$ cat src/rtl/psum_accum_buffer.sv
// Multi-lane partial-sum accumulator with optional saturation, sticky
// per-lane overflow flags and a valid/ready result handshake.
module psum_accum_buffer #(
  parameter int BITWIDTH = 16,
  parameter int CHANNELS = 4,
  parameter int CNT_W    = 8,
  parameter int SATURATE = 1
) (
  input  logic                         i_clk,
  input  logic                         i_rst,
  input  logic                         i_start,
  input  logic [CNT_W-1:0]             i_len,
  input  logic                         i_valid,
  output logic                         o_ready,
  input  logic [CHANNELS*BITWIDTH-1:0] i_data,
  output logic                         o_valid,
  input  logic                         i_ready,
  output logic [CHANNELS*BITWIDTH-1:0] o_result,
  output logic [CHANNELS-1:0]          o_overflow,
  output logic                         o_busy
);

  typedef enum logic [1:0] {
    S_IDLE,
    S_ACCUM,
    S_HOLD
  } state_t;

  state_t                      r_state;
  state_t                      w_next;
  logic                        w_load;
  logic                        w_accept;
  logic [CNT_W-1:0]            r_remaining;
  logic [CHANNELS-1:0]         r_ovf;
  logic [CHANNELS-1:0]         w_lane_ovf;
  logic signed [BITWIDTH-1:0]  r_acc     [CHANNELS];
  logic signed [BITWIDTH-1:0]  w_acc_nxt [CHANNELS];
  logic signed [BITWIDTH-1:0]  w_lane    [CHANNELS];
  logic signed [BITWIDTH:0]    w_sum     [CHANNELS];

  // Next-state decode plus handshake outputs.
  always_comb begin
    w_next   = r_state;
    w_load   = 1'b0;
    w_accept = 1'b0;
    o_ready  = 1'b0;
    o_valid  = 1'b0;
    o_busy   = (r_state != S_IDLE);
    case (r_state)
      S_IDLE: begin
        if (i_start && (i_len != '0)) begin
          w_load = 1'b1;
          w_next = S_ACCUM;
        end
      end
      S_ACCUM: begin
        o_ready = 1'b1;
        if (i_valid) begin
          w_accept = 1'b1;
          if (r_remaining == CNT_W'(1)) begin
            w_next = S_HOLD;
          end
        end
      end
      S_HOLD: begin
        o_valid = 1'b1;
        if (i_ready) begin
          // A start coinciding with the handshake reloads without an idle bubble.
          if (i_start && (i_len != '0)) begin
            w_load = 1'b1;
            w_next = S_ACCUM;
          end else begin
            w_next = S_IDLE;
          end
        end
      end
      default: w_next = S_IDLE;
    endcase
  end

  // Per-lane widened add with overflow detect and optional clamp.
  always_comb begin
    for (int unsigned c = 0; c < CHANNELS; c++) begin
      w_lane[c]     = i_data[c*BITWIDTH +: BITWIDTH];
      w_sum[c]      = {r_acc[c][BITWIDTH-1], r_acc[c]} + {w_lane[c][BITWIDTH-1], w_lane[c]};
      w_lane_ovf[c] = (w_sum[c][BITWIDTH] != w_sum[c][BITWIDTH-1]);
      if (w_lane_ovf[c] && (SATURATE != 0)) begin
        w_acc_nxt[c] = w_sum[c][BITWIDTH] ? {1'b1, {(BITWIDTH-1){1'b0}}}
                                          : {1'b0, {(BITWIDTH-1){1'b1}}};
      end else begin
        w_acc_nxt[c] = w_sum[c][BITWIDTH-1:0];
      end
    end
  end

  // State, beat counter, accumulators and sticky overflow flags.
  always_ff @(posedge i_clk or posedge i_rst) begin
    if (i_rst) begin
      r_state     <= S_IDLE;
      r_remaining <= '0;
      r_ovf       <= '0;
      r_acc       <= '{default: '0};
    end else begin
      r_state <= w_next;
      if (w_load) begin
        r_remaining <= i_len;
        r_ovf       <= '0;
        r_acc       <= '{default: '0};
      end else if (w_accept) begin
        r_remaining <= r_remaining - CNT_W'(1);
        r_ovf       <= r_ovf | w_lane_ovf;
        r_acc       <= w_acc_nxt;
      end
    end
  end

  // Pack the accumulator registers onto the result bus.
  always_comb begin
    o_result = '0;
    for (int unsigned c = 0; c < CHANNELS; c++) begin
      o_result[c*BITWIDTH +: BITWIDTH] = r_acc[c];
    end
  end

  assign o_overflow = r_ovf;

endmodule

$ cat config.mk
export PLATFORM = sky130hd
export DESIGN_NAME = psum_accum_buffer
export DESIGN_NICKNAME = d
export VERILOG_FILES = /design/src/rtl/psum_accum_buffer.sv
export SDC_FILE = /design/constraint.sdc
export NUM_CORES = 1
export LEC_CHECK = 0
export BUFFER_PORTS_ARGS = -buffer_cell sky130_fd_sc_hd__buf_2
export CORE_ASPECT_RATIO = 0.9
export CORE_UTILIZATION = 45
export CTS_BUF_LIST = sky130_fd_sc_hd__clkbuf_16
export CTS_CLUSTER_DIAMETER = 100
export DETAILED_ROUTE_END_ITERATION = 8
export GPL_ROUTABILITY_DRIVEN = 0
export HOLD_SLACK_MARGIN = 0.06
export PLACE_DENSITY = 0.69
export SLEW_MARGIN = 15
export SYNTH_ARGS = -nofsm -noshare
export SYNTH_HDL_FRONTEND = slang
export SYNTH_SLANG_ARGS = --single-unit
$ cat constraint.sdc
create_clock -name i_clk -period 6.72 [get_ports i_clk]
set_clock_uncertainty 0.05 [all_clocks]
set_input_delay 0.336 -clock i_clk [delete_from_list [all_inputs] [get_ports i_clk]]
set_output_delay 0.336 -clock i_clk [all_outputs]
set_load 0.1 [all_outputs]
==> flow_metrics.env <==
export IMPL_crit_required_ns=6.85
export IMPL_finalCritPeriodShare=0.578
export IMPL_drtPass1Iterations=5
export IMPL_reg2reg_depth=11
export IMPL_cts_clk_slew_worst_paths_ns=0.06
export IMPL_status="complete, no violations"
export IMPL_cts_root_buf="clkbuf_16"
export IMPL_slew_viol_final=0
export IMPL_grt_usage=0.231
export IMPL_rsz0062_at_grt="no"
export IMPL_gr_total_overflow=0
export IMPL_post_cts_setup_buffers=0
export IMPL_cp_start_kind="flip-flop"
export IMPL_rrSetupSlack_ns=2.84
export IMPL_critPathCaptureType="flip-flop"
export IMPL_drt_wl_total_um=16200
export IMPL_grt_pass1_wl_um=27100
export IMPL_insertion_delay_ns=0.35
export IMPL_critPathKind="flip-flop to flip-flop"
export IMPL_synth_top_area_share=0.305
export IMPL_setup_tns_ns=0
export IMPL_worstHoldStart="i_len[5]"
export IMPL_die_area_um2=14700
export IMPL_whs_ns=0.172
export IMPL_synth_seq_cells=78
export IMPL_num_rows=40
export IMPL_synth_cells=778
export IMPL_async_flop_share=1.00
export IMPL_antenna_left=0
export IMPL_first_global_vias=5617
export IMPL_yosys_area_top_type="dfrtp_1"
export IMPL_syn_area_um2=6410
export IMPL_htree_num_levels=3
export IMPL_synth_cell_types=55
export IMPL_ioPinCount=148
export IMPL_worstHoldPathCells=3
export IMPL_synth_net_count=927
export IMPL_layout_drive_gt1_share=0.200
export IMPL_cts_tree="built"
export IMPL_arrival_ns=4.02
export IMPL_area_delta_synth_final_pct=18.7
export IMPL_dp_hpwl_um=11900
export IMPL_viasPerCell=5.46
export IMPL_cp_max_fo=18
export IMPL_nNetsFinal=1065
export IMPL_yosys_top_cells_area="dfrtp_1 (30%), ha_1 (13%), o21ai_0 (7.4%), a21oi_1 (5.5%), nand2_1 (5.4%)"
export IMPL_grt_antenna_before_repair=1
export IMPL_synth_main_ff_cell="dfrtp_1"
export IMPL_period_minus_slack_ns=3.88
export IMPL_vias=6051
export IMPL_slew_headroom=0.297
export IMPL_die_y_um=115
export IMPL_max_freq_ghz=0.257
export IMPL_io_buffer_count=147
export IMPL_synth_most_common_cell="o21ai_0"
export IMPL_yosysWarnings=0
export IMPL_clock_path_buffers=2
export IMPL_dieWidth_um=128
export IMPL_diodes=0
export IMPL_coreArea_um2=13600
export IMPL_yosys_top_cells_count="o21ai_0 (95), nand2_1 (93), dfrtp_1 (78)"
export IMPL_hold_violations=0
export IMPL_clkSinkCount=78
export IMPL_grt_max_degree=53
export IMPL_synth_edff_count=0
export IMPL_r2r_end="o_result[59]"
export IMPL_numCtsBuffers=9
export IMPL_r2r_start="o_result[48]"
export IMPL_drc_errors=0
export IMPL_hp_class="input pin to flip-flop"
export IMPL_drt_iter0_drc=343
export IMPL_max_slew_worst_pin_slew_ns=1.05
export IMPL_hold_end="r_remaining[5]"
export IMPL_ys_seq_area_frac=0.305
export IMPL_setup_violations=0
export IMPL_max_cap_violations=0
export IMPL_wire_per_inst_um=14.7
export IMPL_synthesis_area_per_instance_um2=8.24
export IMPL_start_util=0.471
==> final cells by class <==
class,count,area (um2)
Sequential cell,78,1950
Clock buffer,9,225
Tap cell,189,236
Timing Repair Buffer,153,783
Fill cell,1346,6010
Clock inverter,6,53.8
Inverter,35,133
Multi-Input combinational cell,639,4220
==> cell families (layout without fill, tap and decap cells) <==
logic type,Yosys count,after routing,share of synthesized area
compound gates,272,272,0.262
fa+ha+maj,81,81,0.159
buf+inv,61,203,0.0383
flops,78,78,0.305
simple gates,234,234,0.165
mux,2,2,0.00312
xor+xnor,50,50,0.0683
==> cell usage in the layout (no fill, tap or decap), types with 3 or more instances in the layout <==
| master | synthesis | routed |
|---|---|---|
| nor2_1 | 58 | 57 |
| xor2_1 | 21 | 21 |
| and2_1 | 3 | 3 |
| buf_2 | 7 | 147 |
| or3_1 | 3 | 3 |
| dfrtp_1 | 78 | 78 |
| and3_1 | 6 | 6 |
| ha_1 | 68 | 68 |
| inv_1 | 35 | 34 |
| nand2_1 | 93 | 93 |
| a221o_1 | 3 | 3 |
| o21a_1 | 5 | 5 |
| maj3_1 | 9 | 9 |
| o21ai_0 | 95 | 95 |
| o211ai_1 | 16 | 16 |
| a31oi_1 | 9 | 9 |
| nand3_1 | 26 | 26 |
| a211oi_1 | 5 | 5 |
| o2111ai_1 | 3 | 3 |
| xnor2_1 | 29 | 29 |
| nor2b_1 | 8 | 8 |
| buf_4 | 0 | 5 |
| nand3b_1 | 3 | 3 |
| o21bai_1 | 7 | 7 |
| nand4_1 | 7 | 7 |
| a21oi_1 | 71 | 71 |
| nand2b_1 | 8 | 8 |
| clkbuf_16 | 0 | 9 |
| nor4_1 | 5 | 5 |
| a211o_1 | 5 | 5 |
| fa_1 | 4 | 4 |
| a21o_1 | 17 | 17 |
| o21ai_2 | 10 | 11 |
| nor3_1 | 9 | 9 |
| clkinv_1 | 0 | 3 |
==> flip-flops by register name, indices dropped and copies added (netlist names) <==
register     cells
o_overflow       4
r_state          2
r_remaining      8
o_result        64
==> metal layers <==
| metal | vias to the layer above | GRT usage | part of all wire |
|---|---|---|---|
| li1 | 3105 | - | - |
| met1 | 2782 | 0.321 | 0.50 |
| met2 | 153 | 0.364 | 0.43 |
| met3 | 9 | 0.0535 | 0.059 |
| met4 | 2 | 0.0541 | 0.0060 |
| met5 | - | 0 | 0.00062 |
==> how the worst max path moves through the flow <==
stage                       from      endpoint  depth (start not counted)
floorplan           o_result[48]  o_result[49]                         13
global placement      i_data[48]  o_result[61]                         12
detailed placement    i_data[48]  o_result[59]                         12
CTS                 o_result[48]  o_result[59]                         11
global route        o_result[48]  o_result[57]                         11
finish              o_result[48]  o_result[59]                         11
==> worst max-delay path, stage by stage, from the launching register on <==
cell     delay [ns]
dfrtp_1        0.37
ha_1           0.19
fa_1           0.22
a21o_1         0.14
a21oi_2        0.08
o21ai_2        0.16
a31oi_1        0.14
or4b_1         0.53
a41o_1         0.27
ha_1           0.67
a21o_1         0.66
o21ai_0        0.23
==> timing repair <==
action,CTS,global route
hold buffers,1,0
endpoints found under the hold margin,26,0
resized for setup,0,0
==> through the flow <==
| step | util | worst slack (ns) | std cells | area, um2 |
|---|---|---|---|---|
| floorplan | - | 2.96 | 778 | 6410 |
| global placement | 0.537 | 2.91 | 1093 | 7320 |
| detailed placement | 0.537 | 2.82 | 1093 | 7320 |
| CTS | 0.559 | 2.84 | 1109 | 7600 |
| global route | 0.559 | 2.48 | 1109 | 7600 |
| finish | 0.559 | 2.84 | 1109 | 7600 |
Power is left out: the tool's default activity adds up to more than one toggle a clock period on the data nets, which glitch-free logic cannot reach.
